File: config.mk
export PLATFORM = sky130hd
export DESIGN_NAME = clk_period_meter
export DESIGN_NICKNAME = d
export VERILOG_FILES = /design/src/rtl/clk_period_meter.sv
export SDC_FILE = /design/constraint.sdc
export NUM_CORES = 1
export LEC_CHECK = 0
export CAP_MARGIN = 5
export CORE_MARGIN = 2
export CORE_UTILIZATION = 23
export CTS_BUF_LIST = sky130_fd_sc_hd__clkbuf_16
export CTS_CLUSTER_SIZE = 24
export DETAILED_ROUTE_END_ITERATION = 7
export GPL_ROUTABILITY_DRIVEN = 0
export SLEW_MARGIN = 0
export SYNTH_ARGS = -nofsm -noshare
export SYNTH_HDL_FRONTEND = slang
export SYNTH_SLANG_ARGS = --single-unit
File: constraint.sdc
create_clock -name clk -period 2.5 [get_ports clk]
set_input_delay 0.5 -clock clk [delete_from_list [all_inputs] [get_ports clk]]
set_output_delay 0.5 -clock clk [all_outputs]
set_load 0.01 [all_outputs]
File: src/rtl/clk_period_meter.sv
// clk_period_meter: measures the period and high time of a slow, asynchronous
// clock (e.g. a divided 1 Hz tick) in system-clock cycles.
//
// A start request arms the meter. It waits for a synchronized rising edge,
// counts to the next falling edge (high time), and then counts to the next
// rising edge (period). After that it pulses valid. If an expected edge does
// not arrive within TIMEOUT_CYC cycles, the measurement is aborted with a
// timeout pulse.
//
// Optional feature macro: CLKMON_CONTINUOUS_EN
//   When it is defined, the rise that closes a period also opens the next one.
//   A valid is then produced every inclk period until a timeout or reset.
//   When it is not defined, the meter makes one measurement per start.
//
// TIMEOUT_CYC must be smaller than 2**CNT_W.

module clk_period_meter #(
  parameter int CNT_W       = 28,
  parameter int TIMEOUT_CYC = 200000000,
  parameter int SYNC_STAGES = 2
) (
  input  logic             clk,
  input  logic             reset,
  input  logic             inclk,
  input  logic             start,
  output logic             busy,
  output logic             valid,
  output logic             timeout,
  output logic [CNT_W-1:0] period,
  output logic [CNT_W-1:0] high_time
);

  typedef enum logic [1:0] {
    ST_IDLE = 2'd0,
    ST_ARM  = 2'd1,
    ST_HIGH = 2'd2,
    ST_LOW  = 2'd3
  } state_e;

  localparam logic [CNT_W-1:0] TO_VAL   = CNT_W'(TIMEOUT_CYC);
  localparam logic [CNT_W-1:0] CNT_ONE  = CNT_W'(1);
  localparam logic [CNT_W-1:0] CNT_ZERO = CNT_W'(0);
  localparam logic [CNT_W-1:0] CNT_MAX  = {CNT_W{1'b1}};

  // Synchronizer chain plus previous-sample flop.
  logic [SYNC_STAGES-1:0] sync_q;
  logic                   prev_q;
  logic                   cur_s;
  logic                   rise_s;
  logic                   fall_s;

  // FSM and datapath state.
  state_e           state_q, state_d;
  logic [CNT_W-1:0] cnt_q, cnt_d;
  logic [CNT_W-1:0] hi_cnt_q, hi_cnt_d;
  logic [CNT_W-1:0] period_q, period_d;
  logic [CNT_W-1:0] high_time_q, high_time_d;
  logic             busy_q, busy_d;
  logic             valid_q, valid_d;
  logic             timeout_q, timeout_d;

  logic [CNT_W-1:0] cnt_inc_s;
  logic             at_limit_s;

  // Bring inclk into the clk domain. All flops reset high, so an idle-high input
  // does not produce a spurious edge after reset.
  always_ff @(posedge clk or negedge reset) begin
    if (!reset) begin
      sync_q <= {SYNC_STAGES{1'b1}};
      prev_q <= 1'b1;
    end else begin
      sync_q <= {sync_q[SYNC_STAGES-2:0], inclk};
      prev_q <= sync_q[SYNC_STAGES-1];
    end
  end

  assign cur_s  = sync_q[SYNC_STAGES-1];
  assign rise_s = cur_s & ~prev_q;
  assign fall_s = ~cur_s & prev_q;

  // Saturating increment. This guards the corner where a fall arrives exactly
  // at the timeout limit and the count steps past it.
  assign cnt_inc_s  = (cnt_q == CNT_MAX) ? cnt_q : (cnt_q + CNT_ONE);
  assign at_limit_s = (cnt_q >= TO_VAL);

  // Next-state and datapath logic. A qualifying edge always takes priority
  // over the timeout.
  always_comb begin
    state_d     = state_q;
    cnt_d       = cnt_q;
    hi_cnt_d    = hi_cnt_q;
    period_d    = period_q;
    high_time_d = high_time_q;
    valid_d     = 1'b0;
    timeout_d   = 1'b0;

    case (state_q)
      ST_IDLE: begin
        if (start) begin
          state_d = ST_ARM;
          cnt_d   = CNT_ZERO;
        end else begin
          state_d = ST_IDLE;
        end
      end
      ST_ARM: begin
        if (rise_s) begin
          state_d = ST_HIGH;
          cnt_d   = CNT_ONE;
        end else if (at_limit_s) begin
          state_d   = ST_IDLE;
          timeout_d = 1'b1;
        end else begin
          cnt_d = cnt_inc_s;
        end
      end
      ST_HIGH: begin
        if (fall_s) begin
          state_d  = ST_LOW;
          hi_cnt_d = cnt_q;
          cnt_d    = cnt_inc_s;
        end else if (at_limit_s) begin
          state_d   = ST_IDLE;
          timeout_d = 1'b1;
        end else begin
          cnt_d = cnt_inc_s;
        end
      end
      ST_LOW: begin
        if (rise_s) begin
          period_d    = cnt_q;
          high_time_d = hi_cnt_q;
          valid_d     = 1'b1;
`ifdef CLKMON_CONTINUOUS_EN
          state_d     = ST_HIGH;
          cnt_d       = CNT_ONE;
`else
          state_d     = ST_IDLE;
`endif
        end else if (at_limit_s) begin
          state_d   = ST_IDLE;
          timeout_d = 1'b1;
        end else begin
          cnt_d = cnt_inc_s;
        end
      end
      default: begin
        state_d = ST_IDLE;
        cnt_d   = CNT_ZERO;
      end
    endcase

    busy_d = (state_d != ST_IDLE);
  end

  // State, counter and registered outputs.
  always_ff @(posedge clk or negedge reset) begin
    if (!reset) begin
      state_q     <= ST_IDLE;
      cnt_q       <= CNT_ZERO;
      hi_cnt_q    <= CNT_ZERO;
      period_q    <= CNT_ZERO;
      high_time_q <= CNT_ZERO;
      busy_q      <= 1'b0;
      valid_q     <= 1'b0;
      timeout_q   <= 1'b0;
    end else begin
      state_q     <= state_d;
      cnt_q       <= cnt_d;
      hi_cnt_q    <= hi_cnt_d;
      period_q    <= period_d;
      high_time_q <= high_time_d;
      busy_q      <= busy_d;
      valid_q     <= valid_d;
      timeout_q   <= timeout_d;
    end
  end

  assign busy      = busy_q;
  assign valid     = valid_q;
  assign timeout   = timeout_q;
  assign period    = period_q;
  assign high_time = high_time_q;

endmodule

# == Word-level counts from Yosys, hierarchy flattened ==
# Cells that the tools add are included.
# classes
n_addsub,1
n_lt_le_gt_ge,1
eq_ne,6
n_mux,19
bitwise,4
n_reduce_logical,6
# ops
cell,n
$mux W28,6
$pmux W28 S4,1
$add A28 B1 Y28 const B,1
$eq A28 B28 Y1 const B,1
$ge A28 B28 Y1 const B,1
$mux W2,4
$pmux W2 S4,1
$mux W1,6
$reduce_and A2 Y1,3
$eq A2 B2 Y1 const B,2
$ne A2 B2 Y1 const B,2
$and A1 B1 Y1,2
$eq A2 B1 Y1 const B,1
$logic_not A2 Y1,1
$not A1 Y1,2
$pmux W1 S2,1
$reduce_bool A2 Y1,1
$reduce_or A2 Y1,1
# word_totals
register_bits,120
inputBits,4
output_inout_bits,59
word_cells,47

# == Depth between registers and ports, before layout ==
# Gate-level depths: netlist of run 1.
# logic_depth
word_depth,5
ltp_mapped,11
depth_no_buf,8

# == Least setup slack after synthesis of run 1 ==
# OpenSTA, ideal clock, no wires.
# synth_path
kind,flip-flop to flip-flop
start,register cnt_q[9]
end,register cnt_q[18]
setup_time_ps,96
arrival_ps,2293
required_time_ps,2404
slack_ps,111
path_stages_with_launch,12
path_buffers,4
synth_period_minus_slack_ps,2389
path_cell_list,dfrtp_1 buf_2 nand3_1 or3_1 buf_2 or4_1 buf_2 a21o_1 buf_6 a31oi_1 o21ai_0 o31ai_1
# synth_via
elab_chain_cells,5
word_cells_on_any_way,9
# synth_rtl
element,line,source
from (decl),54,"logic [CNT_W-1:0] cnt_q, cnt_d;"
from (signal assigned),169,cnt_q <= cnt_d;
$add A28 B1 Y28 / $eq A28 B28 Y1 (equally long branches),83,assign cnt_inc_s = (cnt_q == CNT_MAX) ? cnt_q : (cnt_q + CNT_ONE);
$mux W28,83,
$mux W28,"110, 122, 140",
$mux W28 (on tied branches),"130, 107, 118",
$pmux W28 S4 *,97,case (state_q)
# Every way passes the cells marked *; elsewhere a longest branch is shown, timed or not. The select of a mux whose other input is x is not followed.
# A chain may end at the register's enable or synchronous reset.

# == Worst setup path in the final report of run 1 ==
# layout_path
start,register cnt_q[10]
end,register cnt_q[12]
# The elaborated chain is that of the path after synthesis.

==> results of run 1 <==
[stage by stage]
stage	std cells	worst slack, ns	total power [W]	hold WS [ns]
2_1_floorplan	451	0.111	0.00327	0.204
3_3_place_gp	822	0.149	0.00400	0.349
3_5_place_dp	822	0.0741	0.00401	0.351
4_1_cts	854	0.0430	0.00664	0.0219
5_1_grt	854	0.0236	0.00693	0.0448
6_report	854	0.121	0.00655	0.0283
[synth_stat cells, types with 4 or more instances]
cell type	number	area (sq um)
nand3_1	18	90.1
o21ai_0	29	145
nand2b_1	4	25.0
nand4_1	9	56.3
nor3_1	6	30.0
mux2_2	80	901
and3_1	6	37.5
nor2b_1	5	31.3
buf_2	4	20.0
clkbuf_1	17	63.8
o41ai_1	5	43.8
dfrtp_1	117	2930
a31oi_1	10	62.6
inv_1	5	18.8
nand2_1	30	113
a21oi_1	20	100
nor2_1	30	113
[layout by cell type (no fill, tap or decap), types with 3 or more instances in the layout]
| cell type | count |
|---|---|
| nand2b_1 | 4 |
| o21ai_0 | 29 |
| dfrtp_1 | 117 |
| o21ai_1 | 3 |
| buf_12 | 3 |
| mux2_2 | 80 |
| nand3_1 | 18 |
| o31ai_1 | 3 |
| clkbuf_16 | 17 |
| nor3_1 | 6 |
| and3_1 | 6 |
| nor2_1 | 30 |
| o41ai_1 | 4 |
| nand4_1 | 9 |
| o211ai_1 | 3 |
| clkinv_4 | 4 |
| bufinv_16 | 4 |
| or3_1 | 3 |
| a31oi_1 | 10 |
| inv_1 | 4 |
| nor2b_1 | 5 |
| nand2_1 | 30 |
| buf_4 | 49 |
| and2_1 | 3 |
| clkdlybuf4s50_1 | 61 |
| a21oi_1 | 20 |
| clkinv_1 | 3 |
| dfstp_2 | 3 |
| inv_6 | 3 |
[area by class of cell]
cell class                 count  area share
clock inverter                15      0.0278
tap                          285      0.0496
inverter                       5     0.00261
multi-input combinational    299       0.298
timing repair buffer         113       0.144
sequential                   120       0.418
clock buffer                  17      0.0592
[worst register-to-register path: cells and delay by family (launching register included)]
kind / cells / cell delay (ns)
compound gates: 2 / 0.29
flops: 1 / 0.34
buf+inv: 1 / 0.21
simple gates: 4 / 1.40
[repair_timing]
item | CTS | global route
endpoints found under the setup margin | 0 | 9
resized for setup | 0 | 5
endpoints found under the hold margin | 0 | 0
[metal layers]
layer | GRT usage | share of wire | vias up | wire (microns)
met5 | 0 | 0 | - | 0
met4 | 0.0437 | 0.0056 | 0 | 72
met3 | 0.0323 | 0.042 | 4 | 537
met2 | 0.171 | 0.46 | 90 | 5990
met1 | 0.155 | 0.49 | 1954 | 6320
li1 | - | - | 1870 | -
[cell families (layout without fill, tap and decap cells)]
family / Yosys count / in the layout / synth area share
flops: 120 / 120 / 0.570
compound gates: 91 / 91 / 0.107
mux: 82 / 82 / 0.175
fa+ha+maj: 2 / 2 / 0.00474
simple gates: 124 / 124 / 0.115
buf+inv: 32 / 150 / 0.0280
[flip-flops by register name (all words and copies together), names as in the netlist]
register,flops
state_q,2
valid,1
period,28
prev_q,1
cnt_q,28
high_time,28
sync_q,2
timeout,1
hi_cnt_q,28
busy,1
[power by group through the flow]
stage / Sequential, W / Combinational, W / Clock (W)
2_1_floorplan: 0.00245 / 0.000815 / 0
3_3_place_gp: 0.00246 / 0.00155 / 0
3_5_place_dp: 0.00246 / 0.00156 / 0
4_1_cts: 0.00243 / 0.00156 / 0.00265
5_1_grt: 0.00247 / 0.00170 / 0.00276
6_report: 0.00242 / 0.00156 / 0.00257
[how the worst max path moves through the flow]
stage	start	end	depth (start not counted)
6_report	cnt_q[10]$_DFFE_PN0P_	cnt_q[12]$_DFFE_PN0P_	7
5_1_grt	cnt_q[11]$_DFFE_PN0P_	cnt_q[13]$_DFFE_PN0P_	8
4_1_cts	cnt_q[11]$_DFFE_PN0P_	cnt_q[0]$_DFFE_PN0P_	8
3_5_place_dp	cnt_q[11]$_DFFE_PN0P_	cnt_q[12]$_DFFE_PN0P_	7
3_3_place_gp	cnt_q[10]$_DFFE_PN0P_	cnt_q[12]$_DFFE_PN0P_	7
2_1_floorplan	cnt_q[9]$_DFFE_PN0P_	cnt_q[18]$_DFFE_PN0P_	11
==> impl_metrics.toml, run 1 <==
[outcome]
status = "finished, final reports clean"

[worst_setup_path]
reg2reg_from = "cnt_q[10]$_DFFE_PN0P_"
critPathSlowestCell = "or4_4"
rrSetupSlack_ns = 0.12
cp_top_family = "simple AND/OR/NAND/NOR gates"
cp_max_fo = 11
worst-endpoint-required_ns = 2.76
max_stage_delay_ns = 0.58
crit_path_end_kind = "flip-flop"
path_cells = "nand3_1 -> or3_1 -> or4_4 -> buf_4 -> and2_2 -> a41oi_1 -> a21oi_1"
reg2regPathDepth = 7
r2r-end = "cnt_q[12]$_DFFE_PN0P_"
cp_data_arrival_time_ns = 2.64
crit_buf_inv = 1
cp-start-kind = "flip-flop"
path_class = "flip-flop to flip-flop"

[global_routing]
grt.total_usage = 0.114
grt_pass1_vias = 3910
overflow = 0
grt_pass1_wl_microns = 21300
antenna_found_initial = 0
grt_max_degree = 48

[yosys]
syn_area_sq_mm = 0.00528
yosysWarnings = 0
ys_types = 48
synth-edff-count = 0
ys.flop_type = "dfrtp_1"
async_flop_share = 1.00
avgSynthCellArea_sq_um = 11.7
syn_inst = 451
syn-num-nets = 457
synth_seq_cells = 120
ys_seq_area_frac = 0.570

[power]
vdd_drop_max_uv = 632
cell_internal_pwr_w = 0.00464
clockPowerShare = 0.391
power_leakage_nw = 3.22
power.density_mw_per_mm2 = 912
seq_power_share = 0.370
combPwrFrac = 0.239
p_sw_frac = 0.291
switchingPower_w = 0.00191

[layout]
utilization = 0.319
multi_input_area_sq_mm = 0.00214
layout.nets = 562
layout-drive-gt1-share = 0.301
fillers = 2282
n_antenna_cell = 0
syn_to_final_growth_pct = 36.3
design_area_sq_mm = 0.00719
register_area_sq_mm = 0.00301

[sta]
min_period_ns = 2.38
min_period_over_period = 0.951
rsz0062_at_grt = "no"
setup_viol = 0
drv_slew = 0
final-hold-violation-count = 0
timing.fmax_mhz = 420
max_slew_margin = 0.478
fin_skew_ns = 0.0118
worst_pin_slew_ns = 0.773
tns_ns = 0

[placement]
numPortBuffers = 62
dpl.hpwl_microns = 8890
place_area_sq_mm = 0.00654

[floorplan]
start_util = 0.234
core.rowCount = 55
io_pins = 63
dieArea_sq_mm = 0.0242
dieHeight_microns = 155
core_area_sq_mm = 0.0226
die_w_microns = 155

[clock_network]
cts_root_buffer = "clkbuf_16"
postCtsHoldBufs = 0
cts_buffer_depth = 2
postCtsSetupRepairBufs = 0
cts_htree_levels = 4
clk_latency_ns = 0.41
path_clk_slew_ns = 0.06
cts_tree = "built"
cts_sinks = 120
cts_made_buffers = 17

[flow_run]
maxCapViolations = 0

[routing]
vias_per_cell = 4.59
drc = 0
dr.pass1.iters = 4
wirelength_microns = 12900
vias = 3918
detail_route.wl_per_cell_microns = 15.1
drtIter0Drc = 265
antenna_left = 0

[min_path]
hold_path_class = "input pin to async pin"
Note: power is estimated with default switching activity, not from simulation.
==> run 2: changes to the inputs <==
--- a/config.mk
+++ b/config.mk
@@ -12,6 +12,7 @@
 export CTS_CLUSTER_SIZE = 24
 export DETAILED_ROUTE_END_ITERATION = 7
 export GPL_ROUTABILITY_DRIVEN = 0
+export MAX_ROUTING_LAYER = met4
 export SLEW_MARGIN = 0
 export SYNTH_ARGS = -nofsm -noshare
 export SYNTH_HDL_FRONTEND = slang
==> run 2 against run 1 <==
Compared with the run above:
- sequential power about the same
- sequential cell count is the same
- core utilization unchanged
- worst hold slack better by 0.0016 ns
- global-route usage grew 0.34 points
- setup slack gained 0.0010 ns
- via count decreased by 0.28%
- cell count stayed put
- non-clock buffer count stayed put
==> impl_metrics.toml, run 2 (synthesis results as in run 1) <==
[outcome]
status = "finished, final reports clean"

[power]
power.density_mw_per_mm2 = 912
power_leakage_nw = 3.22
vdd_drop_max_uv = 633

[global_routing]
antenna_found_initial = 0
grt_pass1_vias = 3902
grt_pass1_wl_microns = 21300
use_met3 = 0.0312
grt_max_degree = 48
overflow = 0
grt.total_usage = 0.117
busiest_layer = "met2"
gr-usage-met2 = 0.171
grtUsageMet1 = 0.156

[layout]
final_cell_mix = "dfrtp_1, mux2_2, clkdlybuf4s50_1"
final_common_cell = "dfrtp_1"
n_antenna_cell = 0
syn_to_final_growth_pct = 36.3
layout.nets = 562
layout-drive-gt1-share = 0.301

[floorplan]
dieHeight_microns = 155
die_w_microns = 155
core.rowCount = 55
core_area_sq_mm = 0.0226
start_util = 0.234
io_pins = 63
dieArea_sq_mm = 0.0242

[worst_setup_path]
cp-start-kind = "flip-flop"
reg2reg_from = "cnt_q[10]$_DFFE_PN0P_"
path_class = "flip-flop to flip-flop"
critPathLaunch = "cnt_q[10]$_DFFE_PN0P_"
worst-endpoint-required_ns = 2.76
crit_path_end_kind = "flip-flop"
cp_data_arrival_time_ns = 2.64
cp_max_fo = 11

[clock_network]
cts_made_buffers = 17
cts_tree = "built"
clk_latency_ns = 0.41
cts_root_buffer = "clkbuf_16"
cts_buffer_depth = 2
cts_htree_levels = 4
postCtsSetupRepairBufs = 0
cts_sinks = 120
path_clk_slew_ns = 0.06

[routing]
drc = 0
detail_route.wl_per_cell_microns = 15.1
vias = 3907
vias_per_cell = 4.57
antenna_left = 0
dr.pass1.iters = 4
drtIter0Drc = 377
wirelength_microns = 12900

[sta]
setup_viol = 0
min_period_ns = 2.38
drv_slew = 0
min_period_over_period = 0.951
timing.fmax_mhz = 421
max_slew_margin = 0.474
fin_skew_ns = 0.00871
final-hold-violation-count = 0
worst_pin_slew_ns = 0.780
rsz0062_at_grt = "no"
worst_hold_slack_ns = 0.0299
tns_ns = 0

[min_path]
hold_path_class = "input pin to async pin"

[flow_run]
maxCapViolations = 0

[placement]
dpl.hpwl_microns = 8890
numPortBuffers = 62
-- run 2: layout make-up --
| type | count | area [sq um] |
|---|---|---|
| Inverter | 5 | 18.8 |
| Timing Repair Buffer | 113 | 1040 |
| Sequential cell | 120 | 3010 |
| Fill cell | 2282 | 15400 |
| Clock buffer | 17 | 425 |
| Clock inverter | 15 | 200 |
| Multi-Input combinational cell | 299 | 2140 |
| Tap cell | 285 | 357 |
-- run 2: worst max-delay path: stages, from the launching register on --
cell     delay, ns
dfrtp_1       0.34
nand3_1       0.15
or3_1         0.42
or4_4         0.58
buf_4         0.20
and2_2        0.25
a41oi_1       0.23
a21oi_1       0.06
-- run 2: final timing paths --
check	to	cells past startpoint	slack [ns]
setup / recovery	cnt_q[12]$_DFFE_PN0P_	7	0.12
max in group asynchronous	sync_q[0]$_DFF_PN1_	2	1.82
setup reg to reg	cnt_q[12]$_DFFE_PN0P_	7	0.12
hold / removal	high_time[25]$_DFFE_PN0P_	1	0.03
hold reg to reg	sync_q[1]$_DFF_PN1_	0	0.36
min in group clk	sync_q[1]$_DFF_PN1_	0	0.36
-- run 2: stage by stage --
step	utilization	power [W]	std cells	setup WS, ns	instance area, sq um
floorplan	-	0.00327	451	0.111	5280
global placement	0.290	0.00400	822	0.149	6540
detailed placement	0.290	0.00401	822	0.0741	6540
CTS	0.318	0.00664	854	0.0430	7170
global route	0.319	0.00693	854	0.0236	7190
finish	0.319	0.00655	854	0.122	7190
-- run 2: report_power, final --
part           internal, W  total (W)  leakage (nW)  switching [W]
Sequential         0.00221    0.00242          1.64       0.000209
Clock              0.00167    0.00257         0.301       0.000897
Combinational     0.000760    0.00156          1.28       0.000803
-- run 2: what timing repair did --
item,in CTS,in global routing
resized for setup,0,5
hold buffers,0,0
setup endpoints to repair,0,9
-- run 2: routing by layer --
layer / wire length (microns) / up-vias / share of wire
met5: 0 / - / 0
met4: 79 / 0 / 0.0061
met3: 532 / 4 / 0.041
met2: 5970 / 86 / 0.46
met1: 6280 / 1947 / 0.49
li1: - / 1870 / -
==> run 3: changes to the inputs <==
--- a/config.mk
+++ b/config.mk
@@ -6,7 +6,7 @@
 export NUM_CORES = 1
 export LEC_CHECK = 0
 export CAP_MARGIN = 5
-export CORE_MARGIN = 2
+export CORE_MARGIN = 1
 export CORE_UTILIZATION = 23
 export CTS_BUF_LIST = sky130_fd_sc_hd__clkbuf_16
 export CTS_CLUSTER_SIZE = 24
==> run 3 against run 2 <==
Compared with the run above:
- non-clock buffer count unchanged
- core utilization down 0.30 points
- cell count unchanged
- register-to-register slack better by 0.04 ns
- wire length up 1.6%
- setup slack better by 0.041 ns
- maximum frequency up 1.7%
- combinational power about the same
- critical path depth unchanged
- global-route usage up 0.61 points
- sequential share of layout area up 0.40 points
- critical endpoint unchanged
- largest cell class unchanged
==> impl_metrics.toml, run 3 (synthesis results as in run 1) <==
[floorplan]
io_pins = 63
core.rowCount = 55
die_w_microns = 153
dieHeight_microns = 153
dieArea_sq_mm = 0.0236
core_area_sq_mm = 0.0226
start_util = 0.234

[clock_network]
cts_root_buffer = "clkbuf_16"
path_clk_slew_ns = 0.06
postCtsResizedCells = 0
cts_htree_levels = 4
clk_latency_ns = 0.42
cts_sinks = 120
postCtsSetupRepairBufs = 0
cts_made_buffers = 17
postCtsHoldBufs = 0
cts_tree = "built"
cts_buffer_depth = 2

[global_routing]
overflow = 0
grt_pass1_vias = 3876
grt_max_degree = 121
grt.total_usage = 0.123
grt_pass1_wl_microns = 21600
antenna_found_initial = 0

[sta]
final-hold-violation-count = 0
timing.fmax_mhz = 428
fin_skew_ns = 0.0102
rsz0062_at_grt = "no"
setup_ws_ns = 0.163
min_period_over_period = 0.935
worst_pin_slew_ns = 0.820
tns_ns = 0
setup_viol = 0
min_period_ns = 2.34
max_slew_margin = 0.447
drv_slew = 0

[layout]
n_antenna_cell = 0
fin_cells = 854
layout.nets = 562
layout-drive-gt1-share = 0.302
syn_to_final_growth_pct = 35.0
fillers = 2303
final_common_cell = "dfrtp_1"
final_cell_mix = "dfrtp_1, mux2_2, clkdlybuf4s50_1"

[worst_setup_path]
cp-start-kind = "flip-flop"
crit_path_end_kind = "flip-flop"
cp_data_arrival_time_ns = 2.60
cp_max_fo = 7
reg2regPathDepth = 7
worst-endpoint-required_ns = 2.76
path_class = "flip-flop to flip-flop"

[placement]
numPortBuffers = 62
dpl.hpwl_microns = 8890
dpl.cell_count = 822
preCtsSetupSlack_ns = 0.113

[routing]
vias = 3938
wirelength_microns = 13100
dr.pass1.iters = 5
vias_per_cell = 4.61
drtIter0Drc = 229
drc = 0
antenna_left = 0
detail_route.wl_per_cell_microns = 15.3

[outcome]
status = "finished, final reports clean"

[min_path]
hold_path_class = "input pin to async pin"

[power]
power_leakage_nw = 3.19
power.density_mw_per_mm2 = 892
vdd_drop_max_uv = 410

[flow_run]
maxCapViolations = 0
-- run 3: power by group --
group	internal, W	switching [W]	total, W	leakage [nW]
clock network	0.00139	0.000956	0.00234	0.277
registers	0.00221	0.000208	0.00242	1.64
logic	0.000771	0.000816	0.00159	1.27
-- run 3: worst paths after layout --
check                                      start                        to  slack (ns)
max                        cnt_q[10]$_DFFE_PN0P_     cnt_q[12]$_DFFE_PN0P_        0.16
min                                        reset  hi_cnt_q[25]$_DFFE_PN0P_        0.16
max reg2reg                cnt_q[10]$_DFFE_PN0P_     cnt_q[12]$_DFFE_PN0P_        0.16
min reg2reg                  sync_q[0]$_DFF_PN1_       sync_q[1]$_DFF_PN1_        0.36
max in group asynchronous                  reset      cnt_q[6]$_DFFE_PN0P_        1.86
min in group clk             sync_q[0]$_DFF_PN1_       sync_q[1]$_DFF_PN1_        0.36
-- run 3: final cells by class --
cell class / instances / area [sq um] / area share
timing repair buffer: 113 / 1040 / 0.146
sequential: 120 / 3010 / 0.422
multi-input combinational: 299 / 2130 / 0.300
inverter: 5 / 18.8 / 0.00264
clock buffer: 17 / 425 / 0.0597
tap: 285 / 357 / 0.0501
clock inverter: 15 / 141 / 0.0199
-- run 3: metal layers --
| metal | wire length [microns] | global-route usage | vias to the layer above | share of wire |
|---|---|---|---|---|
| met4 | 133 | 0.0433 | 0 | 0.010 |
| li1 | - | - | 1860 | - |
| met5 | 0 | - | - | 0 |
| met1 | 6380 | 0.161 | 1978 | 0.49 |
| met3 | 559 | 0.0349 | 9 | 0.043 |
| met2 | 5990 | 0.181 | 91 | 0.46 |
-- run 3: through the flow --
stage | hold slack [ns] | area [sq um] | utilization | power (W)
final | 0.164 | 7120 | 0.315 | 0.00635
after global routing | 0.219 | 7120 | 0.315 | 0.00670
after CTS | 0.196 | 7110 | 0.315 | 0.00644
after detailed placement | 0.351 | 6540 | 0.290 | 0.00405
after global placement | 0.350 | 6540 | 0.290 | 0.00403
after floorplan | 0.204 | 5280 | - | 0.00327
-- run 3: worst max-delay path, stage by stage (launching register included) --
cell	delay, ns
dfrtp_1	0.34
nand3_1	0.14
or3_1	0.41
or4_4	0.59
buf_4	0.18
and2_1	0.23
a41oi_1	0.24
a21oi_1	0.06
==> RTL change 1, RTL diff (settings of run 2) <==
Set the parameter `CNT_W` to 14 (it was 28).
--- a/src/rtl/clk_period_meter.sv
+++ b/src/rtl/clk_period_meter.sv
@@ -17,3 +17,3 @@
 module clk_period_meter #(
-  parameter int CNT_W       = 28,
+  parameter int CNT_W       = 14,
   parameter int TIMEOUT_CYC = 200000000,
Ports: changed (resized high_time and period); port bits go from 63 to 35. No check against the original RTL was run, so the function may have changed too.
==> RTL change 1 against run 2 <==
Combinational power is 45% lower. Sequential cell count shrank 56. Critical path type unchanged. Design area down 48%. Global-route usage fell by 1.0 points. Worst setup slack gained 190 ps. Routed wire length down 51%. Via count decreased by 47%. Core utilization decreased by 1.8 points. Fmax increased by 8.5%. Synthesized area shrank 45%. Hold slack improved by 43 ps. Total power down 50%.
==> RTL change 1: results <==
export IMPL_ys_async_sr_fraction_pct=100
export IMPL_rrSetupSlack_ps=310
export IMPL_drive_above_1_share_pct=27.0
export IMPL_max_vdd_ir_drop_v=0.000291
export IMPL_status="completed"
export IMPL_clkLatencyLatePin_ps=330
export IMPL_tightest_slew_ps=406
export IMPL_first_pass_iters=5
export IMPL_track_usage_pct=10.7
export IMPL_cts_buffers_inserted=9
export IMPL_dp_hpwl_um=4640
export IMPL_power_switching_w=0.00101
export IMPL_post_cts_setup_buffers=0
export IMPL_synth_top_cell_area_share_pct=52.4
export IMPL_yosys_top_cells_count="61 x dfrtp_1, 39 x mux2_2, 17 x nand2_1, 13 x o21ai_0, 10 x nor2_1"
export IMPL_cts_root_buf="clkbuf_16"
export IMPL_placed_cell_area_sq_mm=0.00349
export IMPL_syn_nets=248
export IMPL_yosysSeqAreaShare_pct=55.1
export IMPL_fin_cells=461
export IMPL_ctsResizeCount=0
export IMPL_clk_pin_slew_worst_paths_ps=50
export IMPL_numPortBuffers=34
export IMPL_dp_cells=446
export IMPL_crit_path_max_incr_delay_ps=680
export IMPL_routed_wl_um=6360
export IMPL_finClkSkew_ps=7.81
export IMPL_grt_antenna_before_repair=0
export IMPL_first_global_vias=2100
export IMPL_ys_types=48
export IMPL_synth_warnings=0
export IMPL_syn_area_per_cell_sq_um=12.0
export IMPL_critPathMaxFanout=9
export IMPL_diodes=0
export IMPL_worst_hold_path_type="in2async"
export IMPL_setup_tns_ps=0
export IMPL_grt_pass1_wl_um=10800
export IMPL_grt_max_degree=29
export IMPL_yosys_top_cells_area="dfrtp_1 52%, mux2_2 15%, dfstp_2 2.7%"
export IMPL_p_leak_nw=1.72
export IMPL_drt_initial_drc_count=154
export IMPL_fin_nets=291
export IMPL_critPathArrivalTime_ps=2380
export IMPL_cts_max_level=3
export IMPL_fillCellCount=1270
export IMPL_slowest_stage="or4_1"
export IMPL_cts_tree="yes"
export IMPL_viasPerCell=4.53
export IMPL_cts_path_max_buffers=2
[RTL change 1: logic make-up (layout without fill, tap and decap cells)]
logic type / after synthesis / count (layout) / share of synthesized area, %
flops: 64 / 64 / 55.1
simple gates: 62 / 62 / 12.0
compound gates: 53 / 53 / 12.8
mux: 41 / 41 / 15.8
buf+inv: 20 / 67 / 3.39
fa+ha+maj: 2 / 2 / 0.859
[RTL change 1: critical path, delay by kind of cell (launching register included)]
kind | cells | cell delay, ps
DFF | 1 | 460
adders and majority gates | 1 | 250
AOI/OAI and AO/OA | 3 | 520
and+or+nand+nor | 2 | 820
[RTL change 1: power groups by stage]
stage               clock network, W  logic [W]  registers, W
finish                       0.00106   0.000858       0.00136
global route                 0.00115   0.000951       0.00140
CTS                          0.00109   0.000866       0.00136
detailed placement                 0   0.000859       0.00138
global placement                   0   0.000861       0.00137
floorplan                          0   0.000520       0.00134
[RTL change 1: through the flow]
step                      worst slack, ps  hold WS, ps  utilization (%)  total power [W]
after floorplan                       630          204                -          0.00186
after global placement                435          346             28.0          0.00223
after detailed placement              378          348             28.0          0.00224
after CTS                             339         74.0             30.1          0.00332
after global routing                  208         84.2             30.1          0.00350
final                                 310         72.5             30.1          0.00328
[RTL change 1: metal layers]
layer	vias up	global-route usage, %	share of wire, %	wire, um
met4	0	3.89	0.83	53
li1	976	-	-	-
met1	1048	13.1	45	2850
met5	-	-	0	0
met2	55	16.3	48	3070
met3	9	3.79	6.0	383
[RTL change 1: final cells by class]
| type | count | area (sq um) | area share, % |
|---|---|---|---|
| tap | 172 | 215 | 5.74 |
| clock inverter | 6 | 28.8 | 0.768 |
| timing repair buffer | 47 | 445 | 11.9 |
| clock buffer | 9 | 225 | 6.01 |
| inverter | 5 | 18.8 | 0.501 |
| sequential | 64 | 1610 | 42.9 |
| multi-input combinational | 158 | 1210 | 32.2 |
[RTL change 1: final timing paths]
| path | startpoint | endpoint | cells past startpoint |
|---|---|---|---|
| hold reg to reg | sync_q[0] | sync_q[1] | 0 |
| setup reg to reg | cnt_q[0] | cnt_q[0] | 6 |
| setup / recovery | cnt_q[0] | cnt_q[0] | 6 |
| min in group clk | sync_q[0] | sync_q[1] | 0 |
| max in group asynchronous | reset | cnt_q[4] | 2 |
| hold / removal | reset | state_q[0] | 1 |
==> RTL change 2, RTL diff (flow settings as in run 2) <==
Made on the original files. Re-encode `state_e` (4 states) as one-hot, 4 bits wide.
--- a/src/rtl/clk_period_meter.sv
+++ b/src/rtl/clk_period_meter.sv
@@ -32,7 +32,7 @@
 
-  typedef enum logic [1:0] {
-    ST_IDLE = 2'd0,
-    ST_ARM  = 2'd1,
-    ST_HIGH = 2'd2,
-    ST_LOW  = 2'd3
+  typedef enum logic [3:0] {
+    ST_IDLE = 4'b0001,
+    ST_ARM  = 4'b0010,
+    ST_HIGH = 4'b0100,
+    ST_LOW  = 4'b1000
   } state_e;
Behaviour: no difference found for any inputs over 10 cycles, from zero or initial values and one cycle with reset low; not proved beyond that.
==> RTL change 2 against run 2 <==
Worst setup slack got worse by 36 ps. Design area rose by 1.7%. Critical path depth did not move. Highest routed layer unchanged. Sequential cell count rose by 2. Routed wire length rose by 13%. Synthesized area rose by 3.4%.
Power is not compared: it rests on default switching activity, and its combinational part moved more than twofold at a synthesized area within 25%.
==> RTL change 2: results <==
export IMPL_status="completed"
export IMPL_drt_initial_drc_count=385
export IMPL_finClkSkew_ps=15.9
export IMPL_rrSetupSlack_ps=90
export IMPL_synth_fa_ha_area_share_pct=0.459
export IMPL_p_leak_nw=3.42
export IMPL_drive_above_1_share_pct=13.7
export IMPL_r2r_end="cnt_q[22]"
export IMPL_use_met2_pct=19.9
export IMPL_yosys_top_cells_count="240 x nand2_1, 118 x dfrtp_1, 32 x o21ai_0, 23 x clkbuf_1, 18 x a21oi_1"
export IMPL_first_pass_iters=4
export IMPL_yosys_top_cells_area="dfrtp_1 54%, nand2_1 17%, o21ai_0 2.9%"
export IMPL_first_global_vias=4558
export IMPL_placed_cell_area_sq_mm=0.00670
export IMPL_routedWlPerCell_um=14.1
export IMPL_dp_hpwl_um=10000
export IMPL_relSlewSlack_pct=57.9
export IMPL_worstReg2RegStart="cnt_q[0]"
export IMPL_syn_nets=611
export IMPL_ys_types=55
export IMPL_yosysSeqAreaShare_pct=56.1
export IMPL_muxShareOfSynthArea_pct=0
export IMPL_critPathMaxFanout=2
export IMPL_grtUsageMet1_pct=16.4
export IMPL_fin_hold_ws_ps=72.5
export IMPL_grt_pass1_wl_um=24200
export IMPL_place_ws_ps=98.8
export IMPL_synth_xor_area_share_pct=0.161
export IMPL_synth_compound_area_share_pct=12.6
export IMPL_fin_nets=707
export IMPL_grt_use_met3_pct=3.04
export IMPL_track_usage_pct=12.8
export IMPL_critPathArrivalTime_ps=2760
export IMPL_viasPerCell=4.39
RTL change 2: changes by cell type in the layout (fill, tap and decap cells not counted), moves of 5 or more:
cell / before / now
o31ai_1: 3 / 15
nor2_1: 30 / 16
inv_1: 4 / 11
nor3_1: 6 / 11
a31oi_1: 10 / 1
mux2_2: 80 / 0
nand2_1: 30 / 240
o311ai_0: 1 / 7
RTL change 2: worst max-delay path, cell delays in order (launching register included):
cell and delay (ps):
dfrtp_1 350, ha_2 190, nand3_2 90, or4_4 560, nor3_4 180, or4b_1 470, or4_1 420, nand3_1 90
RTL change 2: logic make-up (layout without fill, tap and decap cells):
logic type	after synthesis	in the layout
and+or+nand+nor	332	332
DFF	122	122
adders and majority gates	2	2
AOI/OAI and AO/OA	103	103
xor gates and xnor gates	1	1
buffers and inverters	45	154
RTL change 2: what timing repair did:
action | 4_1_cts | 5_1_grt
hold endpoints to repair | 0 | 0
setup endpoints to repair | 0 | 15
resized for setup | 0 | 4
RTL change 2: power by group:
part | internal (W) | switching, W | leakage (nW) | total (W)
clock network | 0.00157 | 0.000942 | 0.293 | 0.00251
registers | 0.00202 | 0.0000458 | 1.69 | 0.00207
logic | 0.000254 | 0.000445 | 1.44 | 0.000699
total | 0.00385 | 0.00143 | 3.42 | 0.00528
RTL change 2: layer usage:
metal	wire length [um]	share of wire, %
met5	0	0
met4	130	0.90
met3	806	5.6
met2	6810	47
met1	6770	47
RTL change 2: cell type report:
cell class | instances | area, sq um
Clock inverter | 15 | 173
Multi-Input combinational cell | 438 | 2200
Fill cell | 2481 | 16100
Clock buffer | 17 | 425
Sequential cell | 122 | 3060
Timing Repair Buffer | 110 | 1020
Inverter | 12 | 45.0
Tap cell | 319 | 399
RTL change 2: worst max-delay path by stage:
stage                   from   endpoint  slack [ps]
floorplan           cnt_q[0]  cnt_q[22]          50
global placement    cnt_q[0]  cnt_q[22]         120
detailed placement  cnt_q[0]  cnt_q[22]         100
CTS                 cnt_q[0]  cnt_q[22]         100
global route        cnt_q[1]  cnt_q[22]          -6
finish              cnt_q[0]  cnt_q[22]          90
RTL change 2: through the flow:
stage / util (%) / cells / TNS, ps
after CTS: 31.2 / 1033 / 0
after floorplan: - / 605 / 0
after global placement: 28.6 / 1001 / 0
final: 31.3 / 1033 / 0
after global routing: 31.3 / 1033 / -6.02
after detailed placement: 28.6 / 1001 / 0
